--- src/rtl/rob_flush.sv ---
// Reorder buffer with in-order commit, CDB writeback, operand lookup with CDB
// bypass, and a full flush of younger entries when a mispredicted branch commits.
module rob_flush #(
   parameter int unsigned          SIZE     = 8,
   parameter int unsigned          XLEN     = 32,
   parameter int unsigned          ITYPE_W  = 4,
   parameter logic [ITYPE_W-1:0]   STORE_T  = ITYPE_W'(3),
   parameter logic [ITYPE_W-1:0]   BRANCH_T = ITYPE_W'(5),
   localparam int unsigned         PTR      = $clog2(SIZE)
) (
   input  logic               clk_in,
   input  logic               rst_in,
   input  logic               valid_in,
   input  logic [ITYPE_W-1:0] iType_in,
   input  logic [XLEN-1:0]    value_in,
   input  logic [XLEN-1:0]    dest_in,
   output logic               ready_out,
   output logic [PTR-1:0]     inst_rob_ix_out,
   input  logic               cdb_valid_in,
   input  logic [PTR-1:0]     cdb_rob_ix_in,
   input  logic [XLEN-1:0]    cdb_value_in,
   input  logic [XLEN-1:0]    cdb_dest_in,
   input  logic               cdb_mispredict_in,
   input  logic               commit_ready_in,
   output logic               commit_out,
   output logic [ITYPE_W-1:0] iType_out,
   output logic [XLEN-1:0]    value_out,
   output logic [XLEN-1:0]    dest_out,
   output logic               flush_out,
   input  logic [PTR-1:0]     rd_ix_a_in,
   input  logic [PTR-1:0]     rd_ix_b_in,
   output logic [XLEN-1:0]    rd_value_a_out,
   output logic [XLEN-1:0]    rd_value_b_out,
   output logic               rd_ready_a_out,
   output logic               rd_ready_b_out,
   output logic [PTR:0]       count_out
);

   localparam logic [PTR:0] ONE  = (PTR+1)'(1);
   localparam logic [PTR:0] FULL = (PTR+1)'(SIZE);

   logic [PTR:0]         head;
   logic [PTR:0]         tail;
   logic [PTR:0]         count;
   logic [PTR-1:0]       head_ix;
   logic [PTR-1:0]       tail_ix;
   logic [SIZE-1:0]      rdy_q;
   logic [SIZE-1:0]      mis_q;
   logic [SIZE-1:0]      occ;
   logic [ITYPE_W-1:0]   itype_q [SIZE];
   logic [XLEN-1:0]      value_q [SIZE];
   logic [XLEN-1:0]      dest_q  [SIZE];
   logic                 issue;
   logic                 commit;
   logic                 cdb_hit;

   assign count   = tail - head;
   assign head_ix = head[PTR-1:0];
   assign tail_ix = tail[PTR-1:0];

   // Occupancy by distance from head; covers the full case where head_ix == tail_ix.
   always_comb begin
      occ = '0;
      for (int i = 0; i < int'(SIZE); i++) begin
         occ[i] = {1'b0, PTR'(i) - head_ix} < count;
      end
   end

   assign cdb_hit    = cdb_valid_in && occ[cdb_rob_ix_in];
   assign commit_out = (count != '0) && rdy_q[head_ix];
   assign commit     = commit_out && commit_ready_in;
   assign flush_out  = commit && mis_q[head_ix];
   assign ready_out  = (count < FULL) && !flush_out;
   assign issue      = valid_in && ready_out;

   assign inst_rob_ix_out = tail_ix;
   assign iType_out       = itype_q[head_ix];
   assign value_out       = value_q[head_ix];
   assign dest_out        = dest_q[head_ix];
   assign count_out       = count;

   // Pointers and status bits; a flush retires the head and empties everything younger.
   always_ff @(posedge clk_in) begin
      if (rst_in) begin
         head  <= '0;
         tail  <= '0;
         rdy_q <= '0;
         mis_q <= '0;
      end else if (flush_out) begin
         head  <= head + ONE;
         tail  <= head + ONE;
         rdy_q <= '0;
         mis_q <= '0;
      end else begin
         if (commit) begin
            head <= head + ONE;
         end
         if (issue) begin
            tail           <= tail + ONE;
            rdy_q[tail_ix] <= 1'b0;
            mis_q[tail_ix] <= 1'b0;
         end
         if (cdb_hit) begin
            rdy_q[cdb_rob_ix_in] <= 1'b1;
            if (itype_q[cdb_rob_ix_in] == BRANCH_T && cdb_mispredict_in) begin
               mis_q[cdb_rob_ix_in] <= 1'b1;
            end
         end
      end
   end

   // Payload storage; issue and CDB never target the same entry since issue slots are free.
   always_ff @(posedge clk_in) begin
      if (!rst_in && !flush_out) begin
         if (issue) begin
            itype_q[tail_ix] <= iType_in;
            value_q[tail_ix] <= value_in;
            dest_q[tail_ix]  <= dest_in;
         end
         if (cdb_hit) begin
            value_q[cdb_rob_ix_in] <= cdb_value_in;
            if (itype_q[cdb_rob_ix_in] == STORE_T) begin
               dest_q[cdb_rob_ix_in] <= cdb_dest_in;
            end
         end
      end
   end

   assign rd_ready_a_out = occ[rd_ix_a_in] &&
                           (rdy_q[rd_ix_a_in] || (cdb_valid_in && cdb_rob_ix_in == rd_ix_a_in));
   assign rd_value_a_out = (cdb_hit && cdb_rob_ix_in == rd_ix_a_in) ? cdb_value_in
                                                                     : value_q[rd_ix_a_in];
   assign rd_ready_b_out = occ[rd_ix_b_in] &&
                           (rdy_q[rd_ix_b_in] || (cdb_valid_in && cdb_rob_ix_in == rd_ix_b_in));
   assign rd_value_b_out = (cdb_hit && cdb_rob_ix_in == rd_ix_b_in) ? cdb_value_in
                                                                     : value_q[rd_ix_b_in];

endmodule
--- config.mk ---
export PLATFORM = sky130hd
export DESIGN_NAME = rob_flush
export DESIGN_NICKNAME = d
export VERILOG_FILES = /design/src/rtl/rob_flush.sv
export SDC_FILE = /design/constraint.sdc
export NUM_CORES = 1
export LEC_CHECK = 0
export ABC_AREA = 1
export ABC_CLOCK_PERIOD_IN_PS = 4000
export BUFFER_PORTS_ARGS = -buffer_cell sky130_fd_sc_hd__buf_2
export CORE_MARGIN = 1.5
export CORE_UTILIZATION = 25
export CTS_CLUSTER_DIAMETER = 80
export DETAILED_ROUTE_END_ITERATION = 8
export GPL_TIMING_DRIVEN = 0
export PLACE_DENSITY_LB_ADDON = 0.05
export SYNTH_ARGS = -nofsm -noshare
export SYNTH_HDL_FRONTEND = slang
export SYNTH_SLANG_ARGS = --single-unit
--- constraint.sdc ---
create_clock -name clk_in -period 4 [get_ports clk_in]
set_clock_uncertainty 0.05 [all_clocks]
set_input_delay 0.2 -clock clk_in [delete_from_list [all_inputs] [get_ports clk_in]]
set_output_delay 0.2 -clock clk_in [all_outputs]
set_load 0.01 [all_outputs]
==> tab_implementation.tex <==
\begin{tabular}{lr}
\hline
Metric & Value \\
\hline
\multicolumn{2}{l}{\textbf{Synth}} \\
Prevailing post-synth register cell & sky130\_fd\_sc\_hd\_\_edfxtp\_1 \\
Sequential area share after synthesis & a little under half \\
Synth Register Bits & approximately 570 \\
Async set-or-reset flop fraction in the synthesized netlist & 0\% \\
Yosys warning total & 0 \\
Number of flops mapped to enable cells by yosys & about 540 \\
Synthesized net count & 4846 \\
Total standard cell area after synthesis & between 0.03 and 0.04 mm\^{}2 \\
Post-synthesis instance total & between 4000 and 5000 \\
Cell variety after synth & 35 \\
Mean post-synth cell area & around 7.5 um\^{}2 \\
\multicolumn{2}{l}{\textbf{Layout}} \\
Top library cells by usage in the layout, fill and taps aside & 1098 x sky130\_fd\_sc\_hd\_\_nand2\_1, 869 x sky130\_fd\_sc\_hd\_\_o21ai\_0, 680 x sky130\_fd\_sc\_hd\_\_nor2\_1 \\
Share of layout cells above drive strength 1 & about 15\% \\
Net count, final & roughly 5300 \\
Signed area change from the synthesized netlist to the final layout & 28.1\% \\
Leading cell type in the layout, fill and taps excluded & sky130\_fd\_sc\_hd\_\_nand2\_1 \\
Number of standard cells in the layout, taps in and fillers out & 7117 \\
\multicolumn{2}{l}{\textbf{Timing}} \\
Tcrit/Tclk final & 107\% \\
Tightest Pin Transition & around 1.4 ns \\
Post-route setup slack & -0.279 ns \\
Fmax & approximately 230 MHz \\
Unrepaired setup endpoints after global routing & yes \\
Worst hold margin & about 0.053 ns \\
Relative max-transition margin & 5.90\% \\
Post-layout minimum cycle time & between 4 and 5 ns \\
Max Transition Viols Final & 0 \\
Setup violations, final & 68 \\
Total count of hold-check failures in the final report & 0 \\
\multicolumn{2}{l}{\textbf{Routing}} \\
Post-route antenna net violation count & 0 \\
Number of search-and-repair iterations in the first detailed-routing pass & 5 \\
Via count & 37900 \\
DRT iter0 DRCs & 4270 \\
Final WL & 212000 um \\
Number of vias per cell after detailed routing & between 5 and 6 \\
Average wire length per cell after detail routing & a little under 30 um \\
Number of remaining DRC errors & 0 \\
\multicolumn{2}{l}{\textbf{Global routing}} \\
Number of global-route vias before repair & roughly 36000 \\
Maximum number of pins on one net before global-route repair & 33 \\
Initial antenna violation count & 18 \\
Wire length of the first global-routing pass & between 200000 and 300000 um \\
GRT Overall Usage & $\sim$29\% \\
Total global routing overflow & 0 \\
\multicolumn{2}{l}{\textbf{Clock tree}} \\
Clock tree root driver cell & sky130\_fd\_sc\_hd\_\_clkbuf\_16 \\
CTS tree & yes \\
Clock Tree Buf Depth & 3 \\
Total CTS buffers & 82 \\
Clock latency at the later pin of the worst-skew pair & 0.71 ns \\
Number of clock sinks & around 570 \\
Clock slew at reported path FFs & 0.05 ns \\
H-tree Lvls & 3 \\
\multicolumn{2}{l}{\textbf{Die}} \\
Std-Cell Core Area & around 0.14 mm\^{}2 \\
Width of the die & around 380 um \\
Placement Rows & around 140 \\
Die ar. & approximately 0.14 mm\^{}2 \\
Initial core utilization & 25.2\% \\
Top-Level Pins & 291 \\
Vert. Die Dim & approximately 380 um \\
\multicolumn{2}{l}{\textbf{Setup path}} \\
Delay of the slowest critical-path stage & between 0.5 and 0.6 ns \\
Nature of the critical path endpoint & primary output \\
Crit Path Category & reg -> out \\
Crit path buf inv count & 8 \\
Cell-by-cell trace of the critical path & inv\_4 > ha\_4 > inv\_2 > fa\_2 > inv\_4 > ha\_4 > inv\_2 > nand2\_4 > nand3\_2 > nand2\_1 > nand2\_2 > nand3\_2 > nand2\_1 > nor2\_1 > nand2\_2 > nor2\_4 > buf\_12 > nand2\_8 > buf\_12 > clkbuf\_16 > o21ai\_4 > buf\_6 \\
Startpoint kind of the worst setup timing path & register \\
Required time of the worst setup path & about 3.8 ns \\
Arrival time at the worst endpoint & between 4 and 5 ns \\
CP max stage cell & sky130\_fd\_sc\_hd\_\_fa\_2 \\
Largest delay contributor family on the critical path & adder cells \\
Peak fanout along the critical path & 5 \\
\multicolumn{2}{l}{\textbf{Placed design}} \\
Detail Placement HPWL & between 100000 and 150000 um \\
Cell count after placement & approximately 6700 \\
Last weighted congestion value of the routability-driven placer & about 0.9 \\
\# port buffers & 189 \\
\multicolumn{2}{l}{\textbf{Flow run}} \\
Max-cap violations & 0 \\
\multicolumn{2}{l}{\textbf{Worst hold path}} \\
Class of the tightest hold or removal check & in -> reg \\
\multicolumn{2}{l}{\textbf{Power}} \\
Leakage dissipation & between 15 and 20 nW \\
Total power divided by cell area & 400 mW/mm\^{}2 \\
Pwr Total & around 0.018 W \\
Peak supply drop & 0.000289 V \\
\multicolumn{2}{l}{\textbf{Status}} \\
Failing checks & setup timing \\
Result of the run & complete, but fails checks \\
\hline
\end{tabular}
[sequential cells by signal (all words and copies together), names as in the netlist, named ones only]
name / count
value_q: 256
head: 4
tail: 4
rdy_q: 8
dest_q: 256
mis_q: 8
itype_q: 32
[routing by layer]
| layer | vias up | share of wire, % | GRT usage, % |
|---|---|---|---|
| li1 | 17000 | - | - |
| met1 | 18500 | 41 | 37.4 |
| met2 | 1913 | 46 | 47.0 |
| met3 | 407 | 8.3 | 5.20 |
| met4 | 20 | 3.9 | 10.3 |
| met5 | - | 0.059 | 0 |
[final cells by class]
class | instances | area, um^2
antenna | 4 | 10.0
buffer | 463 | 2420
clock buffer | 110 | 2180
clock inverter | 39 | 484
fill | 15200 | 94500
inverter | 145 | 557
multi-input combinational | 3522 | 17000
sequential | 571 | 16900
tap | 1876 | 2350
timing repair buffer | 387 | 3170
[timing repair]
action	in CTS	in global routing
endpoints found under the hold margin	561	0
hold buffers	130	0
endpoints found under the setup margin	1198	775
gates cloned	22	8
setup buffers	38	18
resized for setup	349	98
pin swaps	31	28
[worst reg2reg max path, cell delays in order (launching register included)]
cell and delay (ns):
sky130_fd_sc_hd__dfxtp_4 0.35, sky130_fd_sc_hd__inv_4 0.06, sky130_fd_sc_hd__ha_4 0.12, sky130_fd_sc_hd__inv_2 0.04, sky130_fd_sc_hd__fa_2 0.55, sky130_fd_sc_hd__inv_4 0.08, sky130_fd_sc_hd__ha_4 0.26, sky130_fd_sc_hd__inv_2 0.04
sky130_fd_sc_hd__nand2_4 0.06, sky130_fd_sc_hd__nand3_2 0.05, sky130_fd_sc_hd__nand2_1 0.07, sky130_fd_sc_hd__nand2_2 0.08, sky130_fd_sc_hd__nand3_2 0.08, sky130_fd_sc_hd__nand2_1 0.07, sky130_fd_sc_hd__nor2_1 0.13, sky130_fd_sc_hd__nand2_2 0.08
sky130_fd_sc_hd__nor2_4 0.11, sky130_fd_sc_hd__buf_4 0.15, sky130_fd_sc_hd__bufbuf_16 0.25, sky130_fd_sc_hd__nand4_1 0.11, sky130_fd_sc_hd__buf_4 0.24, sky130_fd_sc_hd__nand2_1 0.05, sky130_fd_sc_hd__nand2_1 0.05, sky130_fd_sc_hd__dlygate4sd3_1 0.54
[worst paths after layout]
| check | from | end | slack [ns] | cells past startpoint |
|---|---|---|---|---|
| min | cdb_value_in[19] | value_q[4][19]$_DFFE_PP_ | 0.05 | 3 |
| min reg2reg | rdy_q[6]$_SDFF_PP0_ | rdy_q[6]$_SDFF_PP0_ | 0.42 | 2 |
| max reg2reg | tail[0]$_SDFFE_PP0P_ | dest_q[3][31]$_DFFE_PP_ | 0.09 | 23 |
| max | tail[0]$_SDFFE_PP0P_ | rd_value_a_out[2] | -0.28 | 22 |
[cell usage after synthesis, types with 3 or more instances]
cell	n	area [um^2]
sky130_fd_sc_hd__buf_1	17	63.8
sky130_fd_sc_hd__nor2_4	5	56.3
sky130_fd_sc_hd__buf_6	8	90.1
sky130_fd_sc_hd__a21oi_1	132	661
sky130_fd_sc_hd__inv_2	9	33.8
sky130_fd_sc_hd__clkbuf_2	29	145
sky130_fd_sc_hd__a31oi_1	68	425
sky130_fd_sc_hd__dfxtp_1	27	541
sky130_fd_sc_hd__xnor2_1	3	26.3
sky130_fd_sc_hd__nand4_1	8	50.1
sky130_fd_sc_hd__buf_4	10	75.1
sky130_fd_sc_hd__inv_1	135	507
sky130_fd_sc_hd__ha_1	14	175
sky130_fd_sc_hd__nand3_1	309	1550
sky130_fd_sc_hd__o21ai_1	39	195
sky130_fd_sc_hd__nand2_2	4	25.0
sky130_fd_sc_hd__buf_2	127	636
sky130_fd_sc_hd__nand2_1	1161	4360
sky130_fd_sc_hd__edfxtp_1	544	16300
sky130_fd_sc_hd__nor3_1	4	20.0
sky130_fd_sc_hd__o211ai_1	7	52.6
sky130_fd_sc_hd__clkbuf_1	274	1030
sky130_fd_sc_hd__o21ai_0	917	4590
sky130_fd_sc_hd__xor2_1	6	52.6
sky130_fd_sc_hd__nor2_1	684	2570
sky130_fd_sc_hd__o22ai_1	130	813
[cells by family after synthesis]
logic type / share of synthesized area (%)
and+or+nand+nor: 24.7
AOI/OAI and AO/OA: 19.2
buffers and inverters: 7.34
DFF: 48.0
adders and majority gates: 0.555
xor gates and xnor gates: 0.224
[through the flow]
step	utilization, %	setup TNS [ns]	worst slack [ns]	instance area, um^2
CTS	31.9	-19.28	-0.380	44500
global route	32.3	-19.73	-0.383	45100
global placement	27.6	-1285.90	-1.98	38500
floorplan	-	0	0.0109	35200
finish	32.3	-10.13	-0.279	45100
detailed placement	27.6	-1287.77	-2.00	38500
[report_power, final]
| part | internal (W) | switching (W) |
|---|---|---|
| logic | 0.00115 | 0.00247 |
| clock network | 0.00426 | 0.00323 |
| registers | 0.00679 | 0.000106 |
(Power assumes the default switching activity.)
